File: config.mk
export PLATFORM = sky130hd
export DESIGN_NAME = verificador_hash
export DESIGN_NICKNAME = d
export VERILOG_FILES = /design/src/rtl/verificador_hash_pkg.sv /design/src/rtl/verificador_hash_ronda.sv /design/src/rtl/verificador_hash.sv
export SDC_FILE = /design/constraint.sdc
export NUM_CORES = 1
export LEC_CHECK = 0
export ABC_CLOCK_PERIOD_IN_PS = 9700
export CAP_MARGIN = 20
export CELL_PAD_IN_SITES_DETAIL_PLACEMENT = 0
export CELL_PAD_IN_SITES_GLOBAL_PLACEMENT = 1
export CORE_AREA = 5 5 163 204
export DETAILED_ROUTE_END_ITERATION = 8
export DIE_AREA = 0 0 168 209
export MAX_ROUTING_LAYER = met4
export PLACE_DENSITY = 0.69
export SKIP_LAST_GASP = 1
export SYNTH_ARGS = -nofsm -noshare
export SYNTH_HDL_FRONTEND = slang
export SYNTH_SLANG_ARGS = --single-unit
File: constraint.sdc
create_clock -name clk -period 9.7 [get_ports clk]
set_input_delay 2.91 -clock clk [delete_from_list [all_inputs] [get_ports clk]]
set_output_delay 2.91 -clock clk [all_outputs]
set_load 0.02 [all_outputs]
File: src/rtl/verificador_hash_pkg.sv
// verificador_hash_pkg: shared constants and state encoding for the nonce verifier
package verificador_hash_pkg;
    localparam int BYTE_W = 8;
    localparam int N_BYTES = 16;
    localparam int N_RONDAS_DEF = 32;
    localparam int RONDA_CAMBIO_DEF = 16;
    localparam logic [BYTE_W-1:0] K0 = 8'h99;
    localparam logic [BYTE_W-1:0] K1 = 8'hA1;
    localparam logic [23:0] H_INI_DEF = 24'h0189FE;
    typedef enum logic [2:0] {IDLE, CARGA, RONDA, COMPARA, SIGUIENTE, ENCONTRADO} estado_t;
endpackage

File: src/rtl/verificador_hash_ronda.sv
// ronda_hash: one combinational round of the 24-bit micro-hash
module ronda_hash
    import verificador_hash_pkg::*;
#(
    parameter int RW = 5,
    parameter int RONDA_CAMBIO = RONDA_CAMBIO_DEF
) (
    input  logic [RW-1:0]     i,
    input  logic [BYTE_W-1:0] a,
    input  logic [BYTE_W-1:0] b,
    input  logic [BYTE_W-1:0] c,
    input  logic [BYTE_W-1:0] w,
    output logic [BYTE_W-1:0] a_sig,
    output logic [BYTE_W-1:0] b_sig,
    output logic [BYTE_W-1:0] c_sig
);
    logic temprana;
    assign temprana = int'(i) <= RONDA_CAMBIO;
    assign a_sig = b ^ c;
    assign b_sig = {c[3:0], c[7:4]};
    assign c_sig = (temprana ? a ^ b : a ^ c) + (temprana ? K0 : K1) + w;
endmodule

File: src/rtl/verificador_hash.sv
// verificador_hash: consumes nonces, runs the iterative micro-hash and flags a nonce under target
module verificador_hash
    import verificador_hash_pkg::*;
#(
    parameter int N_RONDAS = N_RONDAS_DEF,
    parameter int RONDA_CAMBIO = RONDA_CAMBIO_DEF,
    parameter logic [23:0] H_INI = H_INI_DEF
) (
    input  logic        clk,
    input  logic        reset,
    input  logic        inicio,
    input  logic [95:0] bloque,
    input  logic [7:0]  objetivo,
    input  logic        nonce_valido,
    input  logic [31:0] nonce,
    output logic        siguiente,
    output logic        ocupado,
    output logic        terminado,
    output logic [31:0] nonce_encontrado,
    output logic [23:0] hash
);
    localparam int RW = $clog2(N_RONDAS);
    estado_t estado, estado_sig;
    logic [BYTE_W-1:0] ventana [N_BYTES];
    logic [BYTE_W-1:0] a, b, c, a_sig, b_sig, c_sig, h0, h1, h2;
    logic [RW-1:0] ronda;
    logic [31:0] nonce_cap;
    logic [127:0] mensaje;
    logic ultima, hallado;

    ronda_hash #(.RW(RW), .RONDA_CAMBIO(RONDA_CAMBIO)) u_ronda (
        .i(ronda), .a(a), .b(b), .c(c), .w(ventana[0]),
        .a_sig(a_sig), .b_sig(b_sig), .c_sig(c_sig)
    );

    assign mensaje = {bloque, nonce};
    assign h0 = H_INI[23:16] + a;
    assign h1 = H_INI[15:8] + b;
    assign h2 = H_INI[7:0] + c;
    assign hallado = h0 < objetivo && h1 < objetivo;
    assign ultima = ronda == RW'(N_RONDAS - 1);

    always_comb begin
        estado_sig = estado;
        siguiente = estado == SIGUIENTE;
        ocupado = estado inside {CARGA, RONDA, COMPARA};
        case (estado)
            IDLE:      estado_sig = inicio && nonce_valido ? CARGA : IDLE;
            CARGA:     estado_sig = inicio ? RONDA : IDLE;
            RONDA:     estado_sig = !inicio ? IDLE : ultima ? COMPARA : RONDA;
            COMPARA:   estado_sig = !inicio ? IDLE : hallado ? ENCONTRADO : SIGUIENTE;
            SIGUIENTE: estado_sig = IDLE;
            default:   estado_sig = estado;
        endcase
    end

    always_ff @(posedge clk) begin
        if (reset) begin
            estado <= IDLE;
            a <= '0;
            b <= '0;
            c <= '0;
            ronda <= '0;
            nonce_cap <= '0;
            hash <= '0;
            terminado <= 1'b0;
            nonce_encontrado <= '0;
            for (int k = 0; k < N_BYTES; k++) ventana[k] <= '0;
        end else begin
            estado <= estado_sig;
            case (estado)
                IDLE: if (estado_sig == CARGA) begin
                    nonce_cap <= nonce;
                    for (int k = 0; k < N_BYTES; k++) ventana[k] <= mensaje[127-8*k -: 8];
                end
                CARGA: begin
                    {a, b, c} <= H_INI;
                    ronda <= '0;
                end
                RONDA: begin
                    a <= a_sig;
                    b <= b_sig;
                    c <= c_sig;
                    ronda <= ronda + 1'b1;
                    for (int k = 0; k < N_BYTES - 1; k++) ventana[k] <= ventana[k+1];
                    ventana[N_BYTES-1] <= ventana[13] | (ventana[7] ^ ventana[2]);
                end
                COMPARA: if (inicio) begin
                    hash <= {h0, h1, h2};
                    if (hallado) begin
                        terminado <= 1'b1;
                        nonce_encontrado <= nonce_cap;
                    end
                end
                default: ;
            endcase
        end
    end
endmodule

==> results of run 1 <==
-- metrics by stage --
stage | utilization (%) | hold WS (ns) | power, uW
final | 44.6 | 0.454 | 2460
after detailed placement | 41.7 | 0.449 | 1450
after CTS | 44.6 | 0.457 | 2490
after global routing | 44.6 | 0.477 | 2560
after global placement | 41.6 | 0.444 | 1450
after floorplan | - | 0.442 | 1340
-- cells in the final DEF (no fill, tap or decap), types with 4 or more instances in the layout --
master / n
a21oi_1: 63
inv_1: 19
nand3_1: 6
fa_1: 4
xor2_1: 27
dfxtp_1: 121
nor2_1: 97
clkdlybuf4s50_1: 197
ha_1: 30
mux2i_1: 39
buf_4: 13
nand2_1: 114
clkinv_2: 7
o22ai_1: 7
edfxtp_1: 128
a22o_1: 126
clkbuf_16: 27
nor3_1: 26
xnor2_1: 22
a211oi_1: 12
clkinv_1: 4
-- layout make-up --
| cell class | count | area, um^2 | area share [%] |
|---|---|---|---|
| Antenna cell | 3 | 7.51 | 0.0537 |
| Clock buffer | 32 | 724 | 5.19 |
| Clock inverter | 17 | 163 | 1.16 |
| Inverter | 19 | 71.3 | 0.510 |
| Multi-Input combinational cell | 610 | 4120 | 29.5 |
| Sequential cell | 249 | 6270 | 44.9 |
| Tap cell | 412 | 515 | 3.69 |
| Timing Repair Buffer | 212 | 2100 | 15.0 |
-- worst max-delay path by stage --
stage,endpoint,cells after the start,slack [ns]
5_1_grt,ventana[2][3],7,3.79
6_report,ventana[2][3],7,4.07
2_1_floorplan,ventana[1][0],5,4.25
3_3_place_gp,ventana[9][0],7,3.52
4_1_cts,ventana[2][3],7,4.06
3_5_place_dp,ventana[3][5],7,3.53
-- cells by family after synthesis --
logic type / share of synthesized area (%)
buffers and inverters: 3.58
XOR/XNOR: 4.00
flip-flops: 58.4
multiplexers: 3.64
AO/OA/AOI/OAI: 16.2
adder cells (fa/ha/maj): 4.24
AND/OR/NAND/NOR: 9.95
-- layer usage --
layer | vias to the layer above | part of all wire, % | track usage (%)
met5 | - | 0 | -
met4 | 0 | 1.7 | 4.12
met3 | 38 | 4.5 | 2.55
met2 | 170 | 54 | 29.6
met1 | 3670 | 40 | 19.1
li1 | 3773 | - | -
-- registers in the layout (all words and copies together), names as in the netlist --
name and count:
ventana 128, estado 3, b 8, ronda 5, nonce_encontrado 32, nonce_cap 32
hash 24, terminado 1, c 8, a 8
-- power groups by stage --
stage	clock (uW)	sequential, uW	combinational, uW
4_1_cts	1060	1210	224
2_1_floorplan	0	1220	121
5_1_grt	1100	1210	242
6_report	1030	1210	219
3_5_place_dp	0	1230	223
3_3_place_gp	0	1230	219
-- critical path, delay by kind of cell --
kind / cells / cell delay [ns]
and+or+nand+nor: 3 / 1.49
buffers and inverters: 2 / 1.25
AOI/OAI and AO/OA: 1 / 0.25
muxes: 1 / 0.06
==> flow_summary.json, run 1 <==
{
  "nets": 1293,
  "reg2reg_depth": 9,
  "yosysTopAreaCellShare_pct": 35.8,
  "antenna_found_initial": 3,
  "critical_path_class": "in2reg",
  "final_cell_area_mm2": 0.0140,
  "finalHoldViolCount": 0,
  "die-area_mm2": 0.0351,
  "dp_hpwl_um": 20000,
  "io_buffers": 198,
  "clock_power_share_pct": 42.0,
  "powerDensity_mw_per_mm2": 176,
  "fin_skew_ns": 0.00908,
  "p_int_uw": 1890,
  "syn_avg_cell_area_um2": 11.3,
  "synth.area.top_cells": "edfxtp_1 (36%), dfxtp_1 (23%), a22o_1 (10%)",
  "fin_cells": 1554,
  "crit_path_end_kind": "flip-flop",
  "cts_tree": "done",
  "core_mm2": 0.0313,
  "regToRegStartpoint": "ronda[0]",
  "num-fill-cells": 2985,
  "p_seq_share_pct": 49.1,
  "postPlaceCellArea_mm2": 0.0131,
  "rr_endpoint": "ventana[2][3]",
  "maxSlewViolCount": 0,
  "routed_wl_um": 29100,
  "slew_headroom_pct": 32.3,
  "place_ws_ns": 3.53,
  "crit_arrival_ns": 6.01,
  "rsz0062_at_grt": "false",
  "yosys-top-cells-count": "edfxtp_1 (128), a22o_1 (126), dfxtp_1 (121)",
  "grt_pass1_vias": 7815,
  "antenna_left": 0,
  "min_to": "hash[10]",
  "via_count": 7651,
  "synth-edff-count": 128,
  "crit_chain": "clkdlybuf4s50_1 -> mux2i_1 -> nor4b_1 -> nand2_1 -> nor2_4 -> buf_4 -> a22o_1",
  "start_kind": "input port",
  "fmax_ghz": 0.178,
  "worstMarginPinSlew_ns": 1.02,
  "clkLatencyLatePin_ns": 0.52,
  "ys_seq_elements": 249,
  "worst_hold_path_type": "reg2reg",
  "hp-start": "hash[10]",
  "ys.flop_type": "edfxtp_1",
  "irDropWorstVdd_mv": 0.110,
  "place_congestion": 0.794,
  "crit_path_top_delay_cell": "buf_4",
  "switching_share_pct": 23.1,
  "die_x_um": 168,
  "critPathLaunch": "nonce_valido",
  "required_ns": 10.08,
  "start_util_pct": 34.3,
  "synth_area_mm2": 0.0107,
  "grt.total_usage_pct": 16.4,
  "chipHeight_um": 209,
  "grt_pass1_wl_um": 44800,
  "drt_iter0_drc": 434,
  "cts_hold_buf": 0,
  "p_switching_uw": 568,
  "synthArstFlopShare_pct": 0,
  "hold_depth": 2,
  "grt_start_max_net_pins": 95,
  "cp_max_fo": 82,
  "leakage_uw": 0.00534,
  "cts_resized": 0,
  "drt-wirelength-per-cell_um": 18.7,
  "drc": 0,
  "status": "completed",
  "seq_area_frac_synth_pct": 58.4,
  "maxCapViolations": 0,
  "dr.pass1.iters": 4,
  "clockBufferDepth": 3,
  "grt-ovfl-total": 0,
  "synthCells": 950,
  "clkTransAtPathRegs_ns": 0.06,
  "min_period_ns": 5.63,
  "yosysMostFrequentCell": "edfxtp_1",
  "setup_viol": 0,
  "placedCellCount": 1502,
  "syn-num-nets": 1124,
  "cts_sinks": 249,
  "cts_root_buf": "clkbuf_16",
  "drive_gt1_share_pct": 6.23,
  "cts_buffers": 27,
  "period_share_pct": 58.0,
  "cts_setup_buffers": 0,
  "power_frac_comb_pct": 8.9,
  "yosys.cell_types.count": 42,
  "synth_area_leader_cell": "edfxtp_1",
  "htreeDepth": 1,
  "synth_warnings": 0,
  "reg2reg_slack_ns": 5.92,
  "ios": 199,
  "rows": 73,
  "viasPerCell": 4.92,
  "slowest_delay_ns": 0.79,
  "setup_ws_ns": 4.07,
  "fin_setup_tns_ns": 0,
  "area_growth_pct": 30.2
}
(Power assumes the default switching activity.)
==> inputs of run 2 (changes only) <==
--- a/config.mk
+++ b/config.mk
@@ -5,7 +5,7 @@
 export SDC_FILE = /design/constraint.sdc
 export NUM_CORES = 1
 export LEC_CHECK = 0
-export ABC_CLOCK_PERIOD_IN_PS = 9700
+export ABC_CLOCK_PERIOD_IN_PS = 5400
 export CAP_MARGIN = 20
 export CELL_PAD_IN_SITES_DETAIL_PLACEMENT = 0
 export CELL_PAD_IN_SITES_GLOBAL_PLACEMENT = 1
==> constraint.sdc (replaced) <==
create_clock -name clk -period 5.4 [get_ports clk]
set_input_delay 1.62 -clock clk [delete_from_list [all_inputs] [get_ports clk]]
set_output_delay 1.62 -clock clk [all_outputs]
set_load 0.02 [all_outputs]
==> run 2 against run 1 <==
Highest routed layer unchanged. Clock skew up 0.012 ns. Routed wire length up 0.44%. First-iteration DRC count down 7.6%. Setup slack worse by 2.6 ns. Design area up 0.61%. Total power up 83%. Sequential cell count unchanged. Core utilization up 0.27 points. Worst hold slack about the same.
==> flow_summary.json, run 2 (synthesis gave the netlist of run 1 again) <==
{
  "reg2reg_depth": 16,
  "crit_path_end_kind": "flip-flop",
  "start_kind": "flip-flop",
  "rows": 73,
  "cts_buffers": 27,
  "cts_setup_buffers": 0,
  "fin_skew_ns": 0.0207,
  "grt_start_max_net_pins": 68,
  "critical_path_class": "reg2reg",
  "dp_hpwl_um": 20400,
  "antenna_left": 0,
  "chipHeight_um": 209,
  "fmax_ghz": 0.257,
  "final_common_cell": "clkdlybuf4s50_1",
  "rsz0062_at_grt": "false",
  "top_regs": "ventana x128, nonce_cap x32, nonce_encontrado x32",
  "worst_hold_path_type": "reg2reg",
  "required_ns": 5.82,
  "rr_endpoint": "c[7]",
  "final_cell_mix": "clkdlybuf4s50_1 (197), edfxtp_1 (128), a22o_1 (126), dfxtp_1 (121), nand2_1 (114)",
  "regMostFlops": "ventana",
  "drt_iter0_drc": 401,
  "fin_setup_tns_ns": 0,
  "drt-wirelength-per-cell_um": 18.8,
  "reg2reg_slack_ns": 1.51,
  "die_x_um": 168,
  "powerDensity_mw_per_mm2": 321,
  "holdWs_ns": 0.454,
  "status": "completed",
  "setup_viol": 0,
  "cts_resized": 0,
  "period_share_pct": 72.1,
  "drive_gt1_share_pct": 6.23,
  "core_mm2": 0.0313,
  "grt.total_usage_pct": 16.5,
  "start_util_pct": 34.3,
  "ios": 199,
  "via_count": 7612,
  "min_to": "hash[17]",
  "drc": 0,
  "cp_max_fo": 8,
  "hp-start": "hash[17]",
  "place_congestion": 0.795,
  "grt_pass1_wl_um": 45000,
  "slew_headroom_pct": 25.4,
  "clockBufferDepth": 3,
  "worstMarginPinSlew_ns": 1.11,
  "antenna_found_initial": 3,
  "maxCapViolations": 0,
  "grt-ovfl-total": 0,
  "routed_wl_um": 29300,
  "dr.pass1.iters": 4,
  "p_total_uw": 4510,
  "min_period_ns": 3.89,
  "critPathLaunch": "ronda[0]",
  "io_buffers": 198,
  "cts_sinks": 249,
  "grt_pass1_vias": 7810,
  "largest_register_ffs": 128,
  "clkLatencyLatePin_ns": 0.53,
  "crit_arrival_ns": 4.32,
  "nets": 1296,
  "clkTransAtPathRegs_ns": 0.06,
  "cts_root_buf": "clkbuf_16",
  "irDropWorstVdd_mv": 0.201,
  "hold_depth": 2,
  "leakage_uw": 0.00537,
  "htreeDepth": 1,
  "cts_hold_buf": 0,
  "area_growth_pct": 31.0,
  "maxSlewViolCount": 0,
  "cts_tree": "done",
  "regToRegStartpoint": "ronda[0]",
  "die-area_mm2": 0.0351,
  "finalHoldViolCount": 0,
  "viasPerCell": 4.90
}
run 2: cell types whose count changed in the layout (fill, tap and decap cells not counted):
cell | before | now
clkbuf_1 | 2 | 6
buf_12 | 1 | 3
clkinv_2 | 7 | 1
buf_4 | 13 | 15
clkinv_1 | 4 | 1
inv_6 | 0 | 1
clkinvlp_4 | 3 | 2
buf_6 | 1 | 0
bufinv_16 | 3 | 5
inv_4 | 0 | 1
run 2: worst max-delay path, cell delays in order (launching register included):
cell	delay, ns
dfxtp_1	0.35
inv_1	0.07
ha_1	0.13
inv_1	0.04
o31ai_2	0.69
buf_4	0.31
nor2_1	0.05
a21oi_1	0.14
xnor2_1	0.16
ha_1	0.30
fa_1	0.48
a21o_1	0.19
a21oi_1	0.23
o21bai_1	0.10
a21oi_1	0.23
xnor2_1	0.09
a211oi_1	0.23
run 2: layout make-up:
type,instances,area [um^2]
clock buffers,36,739
multi-input cells,610,4120
repair buffers,215,2140
flip-flops and latches,249,6270
fillers,2960,17300
well taps,412,515
diodes,3,7.51
clock inverters,11,189
inverters,19,71.3
run 2: power by group:
| group | leakage (uW) | internal [uW] | switching (uW) | total, uW |
|---|---|---|---|---|
| Combinational | 0.00259 | 196 | 203 | 399 |
| Clock | 0.000447 | 1200 | 750 | 1950 |
| Sequential | 0.00233 | 2110 | 59.0 | 2170 |
| Total | 0.00537 | 3500 | 1010 | 4510 |
run 2: layer usage:
layer	up-vias	wire length [um]	global-route usage (%)
met4	0	510	3.89
met3	31	1150	2.63
met1	3657	12300	20.0
met2	148	15300	29.0
li1	3776	-	-
met5	-	0	-
run 2: worst max path at each step:
stage | to | slack (ns) | cells after the start
2_1_floorplan | ventana[1][0] | 1.24 | 5
3_3_place_gp | nonce_encontrado[26] | 1.03 | 9
3_5_place_dp | nonce_encontrado[14] | 0.99 | 9
4_1_cts | c[7] | 1.45 | 16
5_1_grt | c[7] | 1.20 | 16
6_report | c[7] | 1.51 | 16
run 2: through the flow:
step	area [um^2]	setup slack [ns]	cells	util, %
6_report	14100	1.51	1555	44.9
3_3_place_gp	13100	1.03	1505	41.9
5_1_grt	14100	1.20	1555	44.9
4_1_cts	14000	1.45	1552	44.8
3_5_place_dp	13100	0.994	1505	41.9
2_1_floorplan	10700	1.24	950	-
